===== src/rtl/branch_target_buffer.sv =====
// Direct-mapped branch target buffer with per-entry saturating direction counters.
// Lookup is combinational from IF; training comes from EX one update per cycle.

module btb_entry #(
    parameter int TAG_W  = 26,
    parameter int ADDR_W = 32,
    parameter int CTR_W  = 2
) (
    input  logic              clk,
    input  logic              rst_n,
    input  logic              inval,
    input  logic              we,
    input  logic              upd_taken,
    input  logic              upd_uncond,
    input  logic [TAG_W-1:0]  upd_tag,
    input  logic [ADDR_W-1:0] upd_target,
    output logic              valid,
    output logic [TAG_W-1:0]  tag,
    output logic [ADDR_W-1:0] target,
    output logic [CTR_W-1:0]  ctr
);
    localparam logic [CTR_W-1:0] CTR_MAX = '1;
    localparam logic [CTR_W-1:0] CTR_WT  = CTR_W'(1) << (CTR_W - 1);
    localparam logic [CTR_W-1:0] CTR_WNT = CTR_WT - CTR_W'(1);

    logic hit;
    assign hit = valid && (tag == upd_tag);

    always_ff @(posedge clk or negedge rst_n) begin
        if (!rst_n) begin
            valid <= 1'b0;
            ctr   <= CTR_WNT;
        end else if (inval) begin
            valid <= 1'b0;
        end else if (we) begin
            if (hit) begin
                if (upd_uncond)
                    ctr <= CTR_MAX;
                else if (upd_taken && ctr != CTR_MAX)
                    ctr <= ctr + CTR_W'(1);
                else if (!upd_taken && ctr != '0)
                    ctr <= ctr - CTR_W'(1);
            end else if (upd_taken) begin
                valid <= 1'b1;
                ctr   <= upd_uncond ? CTR_MAX : CTR_WT;
            end
        end
    end

    // Tag/target carry no reset: they are only observed while valid is set.
    always_ff @(posedge clk) begin
        if (!inval && we && (upd_taken || (hit && upd_uncond))) begin
            tag    <= upd_tag;
            target <= upd_target;
        end
    end
endmodule

module branch_target_buffer #(
    parameter int ENTRIES = 16,
    parameter int ADDR_W  = 32,
    parameter int CTR_W   = 2,
    parameter int PERF_W  = 16
) (
    input  logic              CLK,
    input  logic              nRST,
    input  logic [ADDR_W-1:0] lu_pc,
    output logic              lu_hit,
    output logic              lu_taken,
    output logic [ADDR_W-1:0] lu_target,
    input  logic              upd_valid,
    input  logic [ADDR_W-1:0] upd_pc,
    input  logic              upd_taken,
    input  logic              upd_uncond,
    input  logic [ADDR_W-1:0] upd_target,
    input  logic              upd_pred_taken,
    input  logic [ADDR_W-1:0] upd_pred_target,
    input  logic              inval_all,
    output logic              mispredict,
    output logic [PERF_W-1:0] mispred_cnt
);
    localparam int IDX_W = $clog2(ENTRIES);
    localparam int TAG_W = ADDR_W - IDX_W - 2;

    logic [IDX_W-1:0] lu_idx, upd_idx;
    logic [TAG_W-1:0] lu_tag, upd_tag;

    logic [ENTRIES-1:0]             ent_valid;
    logic [ENTRIES-1:0][TAG_W-1:0]  ent_tag;
    logic [ENTRIES-1:0][ADDR_W-1:0] ent_target;
    logic [ENTRIES-1:0][CTR_W-1:0]  ent_ctr;

    logic unused_pc_lsbs;
    assign unused_pc_lsbs = ^upd_pc[1:0];

    assign lu_idx  = lu_pc[IDX_W+1:2];
    assign lu_tag  = lu_pc[ADDR_W-1:IDX_W+2];
    assign upd_idx = upd_pc[IDX_W+1:2];
    assign upd_tag = upd_pc[ADDR_W-1:IDX_W+2];

    for (genvar i = 0; i < ENTRIES; i++) begin : g_ent
        btb_entry #(.TAG_W(TAG_W), .ADDR_W(ADDR_W), .CTR_W(CTR_W)) u_ent (
            .clk        (CLK),
            .rst_n      (nRST),
            .inval      (inval_all),
            .we         (upd_valid && (upd_idx == IDX_W'(i))),
            .upd_taken  (upd_taken),
            .upd_uncond (upd_uncond),
            .upd_tag    (upd_tag),
            .upd_target (upd_target),
            .valid      (ent_valid[i]),
            .tag        (ent_tag[i]),
            .target     (ent_target[i]),
            .ctr        (ent_ctr[i])
        );
    end

    // No bypass: a same-cycle update shows up in lookups from the next cycle.
    assign lu_hit    = ent_valid[lu_idx] && (ent_tag[lu_idx] == lu_tag);
    assign lu_taken  = lu_hit && ent_ctr[lu_idx][CTR_W-1];
    assign lu_target = lu_taken ? ent_target[lu_idx] : lu_pc + ADDR_W'(4);

    assign mispredict = nRST && upd_valid &&
                        ((upd_pred_taken != upd_taken) ||
                         (upd_taken && (upd_pred_target != upd_target)));

    always_ff @(posedge CLK or negedge nRST) begin
        if (!nRST)
            mispred_cnt <= '0;
        else if (mispredict && mispred_cnt != '1)
            mispred_cnt <= mispred_cnt + PERF_W'(1);
    end
endmodule

===== config.mk =====
export PLATFORM = sky130hd
export DESIGN_NAME = branch_target_buffer
export DESIGN_NICKNAME = d
export VERILOG_FILES = /design/src/rtl/branch_target_buffer.sv
export SDC_FILE = /design/constraint.sdc
export NUM_CORES = 2
export LEC_CHECK = 0
export BUFFER_PORTS_ARGS = -buffer_cell sky130_fd_sc_hd__buf_4
export CORE_MARGIN = 1.5
export CORE_UTILIZATION = 29
export DETAILED_ROUTE_END_ITERATION = 6
export GPL_TIMING_DRIVEN = 0
export PLACE_DENSITY = 0.44
export SLEW_MARGIN = 20
export SYNTH_ARGS = -nofsm -noshare
export SYNTH_HDL_FRONTEND = slang
export SYNTH_SLANG_ARGS = --single-unit

===== constraint.sdc =====
create_clock -name CLK -period 5.9 [get_ports CLK]
set_input_delay 0 -clock CLK [delete_from_list [all_inputs] [get_ports CLK]]
set_output_delay 0 -clock CLK [all_outputs]
set_load 0.02 [all_outputs]

# --- Yosys cells after proc, flatten, opt, wreduce, memory -nomap -nowiden ---
# Cells that the tools add are included.
op_classes:
  bitwise_logic: 1
  n_addsub: 34
  n_eq_ne: 83
  muxes: 124
  order_cmp: 1
  reduce_logical: 219
op_table:
  columns: ["cell", "n"]
  rows:
  - ["$eq A26 B26 Y1", 17]
  - ["$mux W2", 66]
  - ["$bmux W32 S4", 1]
  - ["$logic_and A1 B1 Y1", 118]
  - ["$bmux W26 S4", 1]
  - ["$reduce_bool A2 Y1", 49]
  - ["$mux W32", 2]
  - ["$ne A2 B2 Y1 const B", 32]
  - ["$ne A4 B4 Y1 const B", 16]
  - ["$reduce_and A4 Y1", 16]
  - ["$mux W1", 51]
  - ["$reduce_and A3 Y1", 16]
  - ["$add A2 B1 Y2 const B", 16]
  - ["$add A32 B3 Y32 const B", 1]
  - ["$eq A4 B4 Y1 const B", 8]
  - ["$ne A32 B32 Y1", 1]
  - ["$sub A2 B1 Y2 const B", 16]
  - ["$mux W26", 1]
  - ["$logic_or A1 B1 Y1", 17]
  - ["$add A16 B1 Y16 const B", 1]
  - ["$eq A4 B3 Y1 const B", 4]
  - ["$ne A16 B16 Y1 const B", 1]
  - ["$bmux W2 S4", 1]
  - ["$eq A4 B2 Y1 const B", 2]
  - ["other kinds (7)", 8]
totals:
  ff_bits: 992
  inputBits: 135
  out_inout_bits: 51

# --- Longest topological paths before layout ---
depth:
  ltp_word: 6
  depth_mapped: 14
  depth_no_buf: 8

# --- Modules after synthesis ---
# Synthesis repeated with hierarchy kept, for this count alone.
unflattened:
  hier_cells: 2758
  hier_area_um2: 46463.3
modules_own_cells:
  columns: ["mod", "cells_per_inst", "seq_area_each_um2", "n_inst", "area_each_um2"]
  rows:
  - ["btb_entry", 119, 1818.0, 16, 2264.7]
  - ["branch_target_buffer", 854, 400.4, 1, 10228.6]

# --- Worst setup path before layout ---
# Ideal clock, no wire load.
synth_path:
  path_type: "input port to flip-flop"
  startpoint: "in upd_pc[6]"
  endpoint: "reg g_ent[8].u_ent.tag[0], enable pin"
  t_required_ps: 5426
  setup_ps: 474
  path_buffers: 2
  path_stages: 8
  arrival_ps: 4576
  setup_slack_ps: 850
  cell_sequence: "clkbuf_1 -> clkbuf_1 -> xnor2_1 -> nand4_1 -> or4_1 -> nor4_1 -> a21oi_1 -> nor2_1"
synth_between:
  elab_chain_cells: 5
synth_lines:
  columns: ["item", "line", "text"]
  rows:
  - ["start, declared", "72", "input logic [ADDR_W-1:0] upd_pc,"]
  - ["$eq A26 B26 Y1", "27", "assign hit = valid && (tag == upd_tag);"]
  - ["$logic_and A1 B1 Y1", "27", null]
  - ["$logic_and A1 B1 Y1", "52", "if (!inval && we && (upd_taken || (hit && upd_uncond))) begin"]
  - ["$logic_or A1 B1 Y1", "52", null]
  - ["$logic_and A1 B1 Y1", "52", null]
  - ["end signal, assigned", "53", "tag <= upd_tag;"]
  - ["end, declared", "18", "output logic [TAG_W-1:0] tag,"]
# No other way between the ends.
# A chain may end at the register's enable or synchronous reset.

# --- Final worst setup path ---
layout_path:
  startpoint: "in lu_pc[2]"
  endpoint: "out lu_target[9]"
layout_between:
  elab_chain_cells: 6
  elab_cells_between_ends: 13
layout_lines:
  columns: ["item", "line", "text"]
  rows:
  - ["start, declared", "67", "input logic [ADDR_W-1:0] lu_pc,"]
  - ["$bmux W26 S4", "119", "assign lu_hit = ent_valid[lu_idx] && (ent_tag[lu_idx] == lu_tag);"]
  - ["$mux W26 (implied by the code)", "119", null]
  - ["$eq A26 B26 Y1", "119", null]
  - ["$logic_and A1 B1 Y1", "119", null]
  - ["$logic_and A1 B1 Y1", "120", "assign lu_taken = lu_hit && ent_ctr[lu_idx][CTR_W-1];"]
  - ["$mux W32 *", "121", "assign lu_target = lu_taken ? ent_target[lu_idx] : lu_pc + ADDR_W'(4);"]
  - ["end, declared", "70", "output logic [ADDR_W-1:0] lu_target,"]
# Every way passes the cells marked *; elsewhere a longest branch is shown, timed or not. The select of a mux whose other input is x is not followed.

==> impl_metrics.py <==
metrics = {
    "timing": {
        "clock.fmax_mhz": 173,
        "hold_slack_ns": 0.0852,
        "slew_headroom_pct": 6.63,
        "fin_tns_setup_ns": 0,
        "max_slew.worst_pin.slew_ns": 1.40,
        "finalHoldViolCount": 0,
        "skew_ns": 0.0587,
        "finalSetupViolCount": 0,
        "rsz0062_at_grt": "no",
        "period_share_pct": 98.0,
        "period_needed_ns": 5.78,
        "slew_violations": 0,
    },
    "logic_synthesis": {
        "synthArstFlopShare_pct": 6.45,
        "synth-edff-count": 928,
        "synth_top_area_share_pct": 60.7,
        "syn_avg_cell_area_um2": 16.4,
        "ys.flop_type": "edfxtp_1",
        "synth_most_common_cell": "edfxtp_1",
        "ys_seq_area_share_pct": 64.2,
        "netlist_instances": 2808,
        "yosysTopAreaCell": "edfxtp_1",
        "synthTopCellsByArea": "edfxtp_1, mux4_2, xnor2_1",
        "yosysUniqueCellTypes": 75,
        "yosysWarningCount": 0,
        "syn_nets": 2945,
        "netlist_area_um2": 45900,
        "synthTopCellsByCount": "edfxtp_1, xnor2_1, mux4_2",
        "ys_ff_latch": 992,
    },
    "setup_path": {
        "r2r_start": "g_ent[4].u_ent.tag[7]",
        "slowest_delay_ns": 0.78,
        "crit_arrival_ns": 5.78,
        "cpLargestDelayFamily": "buffers and inverters",
        "crit_required_ns": 5.90,
        "crit_chain": "buf_4 -> buf_4 -> buf_8 -> buf_4 -> buf_2 -> buf_2 -> mux2i_1 -> xnor2_1 -> o31ai_1 -> nand3_1 -> nor4_4 -> buf_12 -> buf_6 -> mux2_1 -> buf_4",
        "worst_setup_path_end_kind": "output port",
        "path_class": "in2out",
        "crit_top_cell": "buf_4",
        "cp_slowest_cell": "buf_2",
        "start_kind": "input pin",
        "crit_start": "lu_pc[2]",
        "cp_max_fo": 10,
        "crit_buf_inv": 9,
    },
    "clock_network": {
        "cts_buffers": 113,
        "clkSinkCount": 992,
        "clk_path_buf_depth": 3,
        "root_buffer": "clkbuf_16",
        "cts_tree": "built",
        "clk_latency_ns": 0.78,
        "path_clk_slew_ns": 0.06,
        "htree_levels": 3,
    },
    "die": {
        "initial_core_util_pct": 29.3,
        "io_pins": 186,
        "die-area_um2": 161000,
        "die_h_um": 401,
        "die_w_um": 401,
        "std_cell_rows": 145,
        "core_area_um2": 157000,
    },
    "cells_and_area": {
        "drive_above_1_share_pct": 23.5,
        "finalInstanceArea_um2": 56400,
        "utilization_pct": 36.0,
        "nNetsFinal": 3388,
        "final-instance-count-excl-fill": 5405,
        "area_delta_synth_final_pct": 22.8,
    },
    "flow_run": {
        "max-cap-violations": 0,
    },
    "global_routing": {
        "grt_antenna_before_repair": 12,
        "grt_pass1_vias": 29400,
        "gr-usage-all-layers_pct": 24.6,
        "grt-ovfl-total": 0,
        "grt_pass1_wl_um": 267000,
        "grt_max_degree": 49,
    },
    "placement": {
        "place_congestion": 1.00,
        "dpl_cell_area_um2": 51700,
        "hpwl_um": 152000,
        "post-place-cells": 5115,
        "portBuffers": 167,
    },
    "pwr": {
        "p_leak_uw": 0.0183,
        "vdd_drop_max_mv": 0.239,
        "p_per_area_nw_per_um2": 298,
    },
    "hold_path": {
        "timing.hold.worst.class": "in2reg",
        "holdCritStartpoint": "upd_target[18]",
    },
    "drt": {
        "antenna_left": 0,
        "wl_per_cell_um": 37.1,
        "route.vias.total": 29500,
        "firstDrtPassIters": 5,
        "routed_wl_um": 201000,
        "first_iter_violations": 3597,
        "drcViolationCount": 0,
        "routed_via_density": 5.46,
    },
    "run_status": {
        "status": "complete, no violations",
    },
}
==> final cells by class <==
cell class | count | area (um2)
Tap cell | 2058 | 2570
Inverter | 40 | 150
Multi-Input combinational cell | 1608 | 15700
Buffer | 168 | 806
Clock buffer | 141 | 2940
Sequential cell | 992 | 29500
Antenna cell | 1 | 2.50
Timing Repair Buffer | 328 | 3820
Fill cell | 14900 | 100000
Clock inverter | 69 | 882
==> final timing paths <==
path                            cells after the start                   endpoint  slack (ns)
worst max-delay path                               15               lu_target[9]        0.12
worst min-delay path                                2  g_ent[5].u_ent.target[18]        0.09
worst max register to register                      9   g_ent[4].u_ent.target[6]        1.22
worst min register to register                      1             mispred_cnt[6]        0.51
max in group asynchronous                           4      g_ent[6].u_ent.ctr[1]        5.06
min in group asynchronous                           3     g_ent[11].u_ent.ctr[0]        0.53
==> routing by layer <==
layer	share of wire, %	GRT usage, %	vias to the layer above
met1	42	32.4	15800
met5	0.048	0	-
met2	47	40.0	1426
met4	4.6	9.85	14
li1	-	-	11900
met3	6.5	4.39	325
==> metrics by stage <==
step | setup slack [ns] | power, uW
after global placement | -6.65 | 9550
after floorplan | 0.850 | 8730
after CTS | 0.288 | 16900
after global routing | 0.127 | 17200
final | 0.121 | 16800
after detailed placement | -0.0534 | 9570
==> report_power, final <==
| group | switching, uW | leakage, uW | internal [uW] |
|---|---|---|---|
| Sequential | 56.9 | 0.00917 | 7760 |
| Clock | 3060 | 0.00185 | 4260 |
| Combinational | 1090 | 0.00728 | 580 |
| Total | 4210 | 0.0183 | 12600 |
==> timing repair <==
item | in CTS | in global routing
gates resized for setup | 0 | 0
hold buffers | 76 | 0
hold endpoints to repair | 1080 | 0
setup buffers | 3 | 0
endpoints found under the setup margin | 14 | 0
==> cell families (layout without fill, tap and decap cells) <==
| logic type | count (synthesis) | in the layout | synth area share, % |
|---|---|---|---|
| flops | 992 | 992 | 64.2 |
| compound gates | 233 | 233 | 3.70 |
| fa+ha+maj | 2 | 2 | 0.0545 |
| simple gates | 479 | 479 | 5.48 |
| mux | 386 | 386 | 14.8 |
| xor+xnor | 508 | 508 | 9.69 |
| buf+inv | 208 | 746 | 2.05 |
| other cells | 0 | 1 | 0 |
==> cell usage in the layout (no fill, tap or decap), types with 21 or more instances in the layout <==
cell type / n
clkbuf_16: 113
nor4_1: 30
clkbuf_1: 117
xor2_1: 139
dfrtp_1: 48
a21oi_1: 41
nand4_1: 99
a22oi_1: 27
nor2_1: 95
mux2i_1: 116
nand2_1: 76
mux2_1: 21
nand3_1: 46
dlygate4sd3_1: 75
o21ai_0: 24
buf_4: 201
mux4_2: 231
buf_12: 39
inv_1: 37
buf_2: 28
nor3_1: 28
clkinv_2: 23
buf_16: 34
edfxtp_1: 928
xnor2_1: 368
o22a_1: 34
==> sequential cells by signal, summed over array words and instances, names as in the netlist <==
| signal | count |
|---|---|
| g_ent.u_ent.ctr | 32 |
| g_ent.u_ent.tag | 416 |
| mispred_cnt | 16 |
| g_ent.u_ent.valid | 16 |
| g_ent.u_ent.target | 512 |
Power figures use the tool's default switching activity.
